[config.mk]
export PLATFORM = sky130hd
export DESIGN_NAME = odd_parity_serial_tx
export DESIGN_NICKNAME = d
export VERILOG_FILES = /design/src/rtl/odd_parity_serial_tx_pkg.sv /design/src/rtl/odd_parity_serial_tx_baud_tick_gen.sv /design/src/rtl/odd_parity_serial_tx.sv
export SDC_FILE = /design/constraint.sdc
export NUM_CORES = 1
export LEC_CHECK = 0
export CAP_MARGIN = 15
export CELL_PAD_IN_SITES_DETAIL_PLACEMENT = 1
export CELL_PAD_IN_SITES_GLOBAL_PLACEMENT = 1
export CORE_UTILIZATION = 25
export CTS_CLUSTER_DIAMETER = 50
export DETAILED_ROUTE_END_ITERATION = 6
export GPL_TIMING_DRIVEN = 0
export PLACE_DENSITY_LB_ADDON = 0.1
export SYNTH_ARGS = -nofsm -noshare
export SYNTH_HDL_FRONTEND = slang
export SYNTH_HIERARCHICAL = 1
export SYNTH_SLANG_ARGS = --single-unit
export TNS_END_PERCENT = 100
[constraint.sdc]
create_clock -name clk -period 2.1 [get_ports clk]
set_input_delay 0.42 -clock clk [delete_from_list [all_inputs] [get_ports clk]]
set_output_delay 0.42 -clock clk [all_outputs]
set_load 0.05 [all_outputs]
[src/rtl/odd_parity_serial_tx_pkg.sv]
// Shared definitions for the odd-parity serial transmitter: FSM encoding,
// line idle level and small width/parity helper functions.
package odd_parity_serial_tx_pkg;

    typedef enum logic [2:0] {
        ST_IDLE   = 3'd0,
        ST_START  = 3'd1,
        ST_DATA   = 3'd2,
        ST_PARITY = 3'd3,
        ST_STOP   = 3'd4
    } state_t;

    localparam logic TX_IDLE_LVL = 1'b1;

    function automatic int clog2(input int value);
        int result;
        result = 0;
        for (int i = 0; i < 32; i++) begin
            if ((64'd1 << i) < 64'(value)) begin
                result = i + 1;
            end
        end
        return result;
    endfunction

    // Counters need at least one bit even when the count range collapses to one value.
    function automatic int cnt_width(input int value);
        int w;
        w = clog2(value);
        return (w < 1) ? 1 : w;
    endfunction

    function automatic logic parity_step(input logic acc, input logic data_bit);
        return acc ^ data_bit;
    endfunction

endpackage

[src/rtl/odd_parity_serial_tx_baud_tick_gen.sv]
// Bit-period timer: tick is high on the last clock of every BAUD_DIV-clock
// bit period; clear restarts the period so a frame starts phase-aligned.
module odd_parity_serial_tx_baud_tick_gen
    import odd_parity_serial_tx_pkg::*;
#(
    parameter int BAUD_DIV = 4
) (
    input  logic clk,
    input  logic rst,
    input  logic clear,
    output logic tick
);

    localparam int CW = cnt_width(BAUD_DIV);
    localparam logic [CW-1:0] LAST_CNT = CW'(BAUD_DIV - 1);

    logic [CW-1:0] cnt_r;

    // Period counter, wrapping to zero at every bit boundary.
    always_ff @(posedge clk) begin
        if (rst) begin
            cnt_r <= '0;
        end else if (clear) begin
            cnt_r <= '0;
        end else if (cnt_r == LAST_CNT) begin
            cnt_r <= '0;
        end else begin
            cnt_r <= cnt_r + CW'(1);
        end
    end

    assign tick = (cnt_r == LAST_CNT);

endmodule

[src/rtl/odd_parity_serial_tx.sv]
// Frame transmitter: start(0), DATA_W data bits LSB-first, odd parity, stop(1),
// each bit held for BAUD_DIV clocks; parity is accumulated as bits leave.
module odd_parity_serial_tx
    import odd_parity_serial_tx_pkg::*;
#(
    parameter int DATA_W   = 8,
    parameter int BAUD_DIV = 4
) (
    input  logic              clk,
    input  logic              rst,
    input  logic [DATA_W-1:0] in_data,
    input  logic              in_valid,
    output logic              in_ready,
    output logic              tx,
    output logic              busy,
    output logic              done
);

    localparam int BW = cnt_width(DATA_W + 1);
    localparam logic [BW-1:0] LAST_BIT = BW'(DATA_W - 1);

    state_t            state_r;
    state_t            state_s;
    logic [DATA_W-1:0] shreg_r;
    logic [DATA_W-1:0] shreg_s;
    logic [BW-1:0]     bit_cnt_r;
    logic [BW-1:0]     bit_cnt_s;
    logic              parity_r;
    logic              parity_s;
    logic              tx_r;
    logic              tx_s;
    logic              done_r;
    logic              done_s;
    logic              accept_s;
    logic              tick_s;

    assign accept_s = in_valid && (state_r == ST_IDLE);

    odd_parity_serial_tx_baud_tick_gen #(
        .BAUD_DIV (BAUD_DIV)
    ) u_baud (
        .clk   (clk),
        .rst   (rst),
        .clear (accept_s),
        .tick  (tick_s)
    );

    // Next-state, shift, bit count and parity accumulation.
    always_comb begin
        state_s   = state_r;
        shreg_s   = shreg_r;
        bit_cnt_s = bit_cnt_r;
        parity_s  = parity_r;
        done_s    = 1'b0;
        case (state_r)
            ST_IDLE: begin
                if (in_valid) begin
                    state_s   = ST_START;
                    shreg_s   = in_data;
                    parity_s  = 1'b1;
                    bit_cnt_s = '0;
                end else begin
                    state_s = ST_IDLE;
                end
            end
            ST_START: begin
                if (tick_s) begin
                    state_s = ST_DATA;
                end else begin
                    state_s = ST_START;
                end
            end
            ST_DATA: begin
                if (tick_s) begin
                    parity_s = parity_step(parity_r, shreg_r[0]);
                    shreg_s  = shreg_r >> 1'b1;
                    if (bit_cnt_r == LAST_BIT) begin
                        state_s   = ST_PARITY;
                        bit_cnt_s = '0;
                    end else begin
                        bit_cnt_s = bit_cnt_r + BW'(1);
                    end
                end else begin
                    state_s = ST_DATA;
                end
            end
            ST_PARITY: begin
                if (tick_s) begin
                    state_s = ST_STOP;
                end else begin
                    state_s = ST_PARITY;
                end
            end
            ST_STOP: begin
                if (tick_s) begin
                    state_s = ST_IDLE;
                    done_s  = 1'b1;
                end else begin
                    state_s = ST_STOP;
                end
            end
            default: begin
                state_s   = ST_IDLE;
                shreg_s   = '0;
                bit_cnt_s = '0;
                parity_s  = 1'b0;
            end
        endcase
    end

    // Line level for the coming cycle, decoded from the next state so tx is a flop.
    always_comb begin
        tx_s = TX_IDLE_LVL;
        case (state_s)
            ST_IDLE:   tx_s = TX_IDLE_LVL;
            ST_START:  tx_s = 1'b0;
            ST_DATA:   tx_s = shreg_s[0];
            ST_PARITY: tx_s = parity_s;
            ST_STOP:   tx_s = 1'b1;
            default:   tx_s = TX_IDLE_LVL;
        endcase
    end

    // State and datapath registers; reset abandons any frame in flight.
    always_ff @(posedge clk) begin
        if (rst) begin
            state_r   <= ST_IDLE;
            shreg_r   <= '0;
            bit_cnt_r <= '0;
            parity_r  <= 1'b0;
            tx_r      <= TX_IDLE_LVL;
            done_r    <= 1'b0;
        end else begin
            state_r   <= state_s;
            shreg_r   <= shreg_s;
            bit_cnt_r <= bit_cnt_s;
            parity_r  <= parity_s;
            tx_r      <= tx_s;
            done_r    <= done_s;
        end
    end

    assign tx       = tx_r;
    assign done     = done_r;
    assign busy     = (state_r != ST_IDLE);
    assign in_ready = (state_r == ST_IDLE);

endmodule
[After elaboration in Yosys (flattened, before gate mapping)]
Cells that the tools add are included.
Storage, ports and cells
  input bits: 11
  output and inout port bits: 4
  logic and storage cells: 50
  register bits after elaboration: 20
Operators by class
  mux-type cells: 19
  equality and inequality tests: 11
  reductions and logical operators: 7
  bitwise logic cells: 3
  add/subtract/negate cells: 2
Operator list (count)
  8-bit case mux with 3 select lines: 1
  8-bit two-way mux: 2
  3-bit case mux with 5 select lines: 1
  3-bit by 2-bit equality test with 1-bit output, second input constant: 4
  3-bit two-way mux: 4
  4-bit two-way mux: 3
  4-bit case mux with 3 select lines: 1
  3-bit by 1-bit equality test with 1-bit output, second input constant: 2
  1-bit case mux with 3 select lines: 2
  3-bit OR reduction: 2
  4-bit by 1-bit adder with 4-bit output, second input constant: 1
  4-bit by 3-bit equality test with 1-bit output, second input constant: 1
  1-bit two-way mux: 4
  2-bit inequality test, second input constant: 2
  3-bit equality test, second input constant: 1
  3-bit logical NOT: 1
  3-bit AND reduction: 1
  3-bit nonzero test: 1
  2-bit by 1-bit adder with 2-bit output, second input constant: 1
  2-bit equality test, second input constant: 1
  2-bit two-way mux: 1
  1-bit inverter: 2
  2-bit OR reduction: 1
  1-bit logical AND: 1
  1-bit bitwise XOR: 1

[Longest topological paths before layout]
  word-level depth: 6
  gate-level depth with buffers: 7
  mapped depth without buffers: 5

[Cells and area by module]
Netlist, hierarchy kept.
Modules (own cells, without submodules)
  odd_parity_serial_tx: seq. area each 360.3 um^2, area an instance 880.8 um^2, times used 1, cells each 94
  odd_parity_serial_tx_baud_tick_gen: seq. area each 40.0 um^2, area an instance 80.1 um^2, times used 1, cells each 5

[Worst setup path before layout]
OpenSTA, ideal clock, no wires.
  kind: reg2out
  start: register state_r[2]
  end: output in_ready
  slack: 0.207 ns
  data required time: 1.680 ns
  buffers on the path: 1
  arrival time: 1.473 ns
  stages on the path, launching flop included: 4
  cells stage by stage: dfxtp_1 > buf_2 > or3_2 > inv_1
On the way
  cells in the longest elaborated chain, start to end: 1
Ends and longest elaborated chain
  from (decl): RTL line odd_parity_serial_tx.sv:22  | state_t state_r;
  from (signal assigned): RTL line odd_parity_serial_tx.sv:134  | state_r <= state_s;
  3-bit logical NOT: RTL line odd_parity_serial_tx.sv:146  | assign in_ready = (state_r == ST_IDLE);
  to (decl): RTL line odd_parity_serial_tx.sv:13  | output logic in_ready,
No other way between the ends.

[Worst setup path after layout]
Same ends and word-level chain as after synthesis.

==> results.tsv <==
stage	metric	value	unit
yosys	synth-compound-area-share	21.9	%
sta	slew_headroom	66.4	%
global_routing	grt_util_met3	2.50	%
global_routing	grt_pass1_vias	829	
die	rows	22	
detailed_routing	route.detailed.drc	0	
yosys	yosysSeqAreaShare	41.7	%
yosys	ys_seq_elements	20	
yosys	synth_common_cells	20 x dfxtp_1, 15 x nor2_1, 6 x a222oi_1	
critical_path	crit_start	state_r[2]	
finish	final_nets	131	
power_and_ir_drop	p_comb_share	17.3	%
clocking	cts.sinks	20	
place	dp.cells	161	
yosys	yosysWarnings	6	
power_and_ir_drop	swShare	26.5	%
yosys	synth_nets	112	
yosys	yosys.area_share.simple	27.6	%
critical_path	worstPathMaxFanout	10	
clocking	cts_hold_buf	0	
clocking	ctsHtreeMaxLevel	1	
yosys	yosys.area_share.xor_xnor	0	%
clocking	cts_tree	built	
yosys	avgSynthCellArea	9.71	sq um
finish	fill_cells	430	
detailed_routing	wirelength	2370	um
place	place_ws	-142	ps
sta	rsz0062_at_grt	no	
finish	final_util	32.9	%
yosys	muxShareOfSynthArea	0	%
clocking	cts-root-buf	clkbuf_8	
power_and_ir_drop	powerDensity	666	mW/mm^2
yosys	syn_area	961	sq um
yosys	ys_types	40	
global_routing	met1_usage	16.8	%
clocking	clk_pin_slew	70	ps
finish	drive_above_1_share	19.8	%
sta	whs	449	ps
finish	stdcell_count	164	
finish	antenna_cells	0	
die	io_pins	15	
critical_path	worstReg2RegStart	u_baud/cnt_r[0]	
yosys	synth-edff-count	0	
critical_path	endpoint_kind	output port	
critical_path	critical_path_class	reg2out	
power_and_ir_drop	power.net_switching	0.000213	W
clocking	insertion_delay	260	ps
flow_run	cap_violations	0	
critical_path	arrival	1570	ps
finish	area_delta_synth_final	25.3	%
die	fp.dieH	64.0	um
die	initial_core_util	26.2	%
power_and_ir_drop	intPower	0.000589	W
sta	post-route-period-util	94.9	%
place	io_buffers	14	
power_and_ir_drop	vdd_ir_drop_max	0.240	mV
yosys	async_reset_ff_share	0	%
yosys	synth_most_common_cell	dfxtp_1	
power_and_ir_drop	seqPwrFrac	51.0	%
detailed_routing	via_per_inst	4.95	
die	core	0.00366	sq mm
detailed_routing	first_pass_iters	4	
detailed_routing	wl_per_cell	14.4	um
clocking	numCtsBuffers	3	
place	hpwlAfterDp	1660	um
power_and_ir_drop	p_leak	0.463	nW
sta	setup_violations	0	
hold_path	hp-class	reg2reg	
sta	slew_violations	0	
hold_path	hold_start	u_baud/cnt_r[0]	
critical_path	crit_required	1680	ps
detailed_routing	vias	812	
global_routing	met2_usage	21.0	%
global_routing	antenna_found_initial	0	
sta	fin_tns_setup	0	ps
place	gp_congestion	0.735	
clocking	cts_setup_buffers	0	
detailed_routing	postRouteAntennaNets	0	
yosys	synth_top_family_by_area	simple AND/OR/NAND/NOR gates	
sta	hold_viol	0	
global_routing	gr-max-usage-layer	met2	
die	design.die.area	0.00410	sq mm
clocking	cts_buffer_depth	2	
yosys	synth_ff_type	dfxtp_1	
detailed_routing	drt_iter0_markers	39	
global_routing	grt.overflow.total	0	
global_routing	grt_max_degree	12	
die	die_x	64.0	um
global_routing	grt_use_total	13.2	%
yosys	yosysTopAreaCell	dfxtp_1	
sta	worst_slew_pin_slew	502	ps
outcome	status	finished clean	
sta	clock_skew	4.00	ps
sta	setup_slack	108	ps
yosys	synth_area_leaders	dfxtp_1 42%, a222oi_1 6.3%, nor2_1 5.9%	
sta	fmax	0.502	GHz
yosys	synthCells	99	
sta	finalCriticalPeriod	1990	ps
global_routing	grt_pass1_wl	4080	um
yosys	yosys.area.top_type_share	41.7	%
critical_path	crit_path_start_kind	flop	
power_and_ir_drop	p_clk_share	31.7	%
yosys	synthAdderAreaFrac	2.60	%
==> final timing paths <==
kind                            slack (ps)  depth (start not counted)         endpoint
worst min register to register         450                          1  u_baud/cnt_r[0]
worst max register to register         180                          6     bit_cnt_r[3]
worst min-delay path                   450                          1  u_baud/cnt_r[0]
worst max-delay path                   110                          4         in_ready
==> critical path, cell delays in order, from the launching register on <==
cell,delay (ps)
dfxtp_1,310
buf_2,180
or3_2,510
inv_1,60
buf_2,250
==> layer usage <==
layer	part of all wire [%]	vias up
li1	-	406
met1	48	389
met2	46	13
met3	4.0	4
met4	1.8	0
met5	0	-
==> cell type report <==
class	instances	area (sq um)	area share, %
Timing Repair Buffer	14	130	10.8
Clock buffer	3	41.3	3.43
Tap cell	48	60.1	4.99
Sequential cell	20	400	33.3
Multi-Input combinational cell	68	512	42.5
Buffer	7	45.0	3.74
Inverter	4	15.0	1.25
==> repair_timing <==
| action | in CTS | in global routing |
|---|---|---|
| gates resized for setup | 8 | 5 |
| setup endpoints to repair | 2 | 9 |
| gates cloned | 0 | 0 |
| endpoints found under the hold margin | 0 | 0 |
==> power groups by stage <==
| stage | sequential, W | clock [W] | combinational (W) |
|---|---|---|---|
| floorplan | 0.000422 | 0 | 0.0000846 |
| global placement | 0.000417 | 0 | 0.000140 |
| detailed placement | 0.000417 | 0 | 0.000141 |
| CTS | 0.000408 | 0.000268 | 0.000139 |
| global route | 0.000411 | 0.000285 | 0.000152 |
| finish | 0.000409 | 0.000254 | 0.000139 |
==> flip-flops by register name (all words and copies together), names as in the netlist <==
signal and count:
tx 1, u_baud/cnt_r 2, state_r 3, done 1, shreg_r 8, bit_cnt_r 4, parity_r 1
==> cells by family after synthesis <==
group           Yosys count
compound gates           27
flops                    20
fa+ha+maj                 2
buf+inv                  11
simple gates             39
==> stage by stage <==
step | area, sq um | power [W]
floorplan | 961 | 0.000506
global placement | 1160 | 0.000557
detailed placement | 1160 | 0.000559
CTS | 1200 | 0.000815
global route | 1200 | 0.000849
finish | 1200 | 0.000801
==> cells in the final DEF (no fill, tap or decap), types with 2 or more instances in the layout <==
| master | netlist | final |
|---|---|---|
| buf_2 | 3 | 5 |
| a22oi_1 | 2 | 2 |
| clkbuf_8 | 0 | 3 |
| nor2_1 | 15 | 15 |
| nand2_1 | 2 | 2 |
| ha_1 | 2 | 2 |
| dfxtp_1 | 20 | 20 |
| buf_4 | 2 | 2 |
| nor3b_1 | 5 | 4 |
| a222oi_1 | 6 | 6 |
| o21ai_0 | 3 | 3 |
| a21oi_1 | 5 | 5 |
| clkdlybuf4s50_1 | 0 | 12 |
| nor2b_1 | 2 | 2 |
| inv_1 | 4 | 4 |
(Power assumes the default switching activity.)
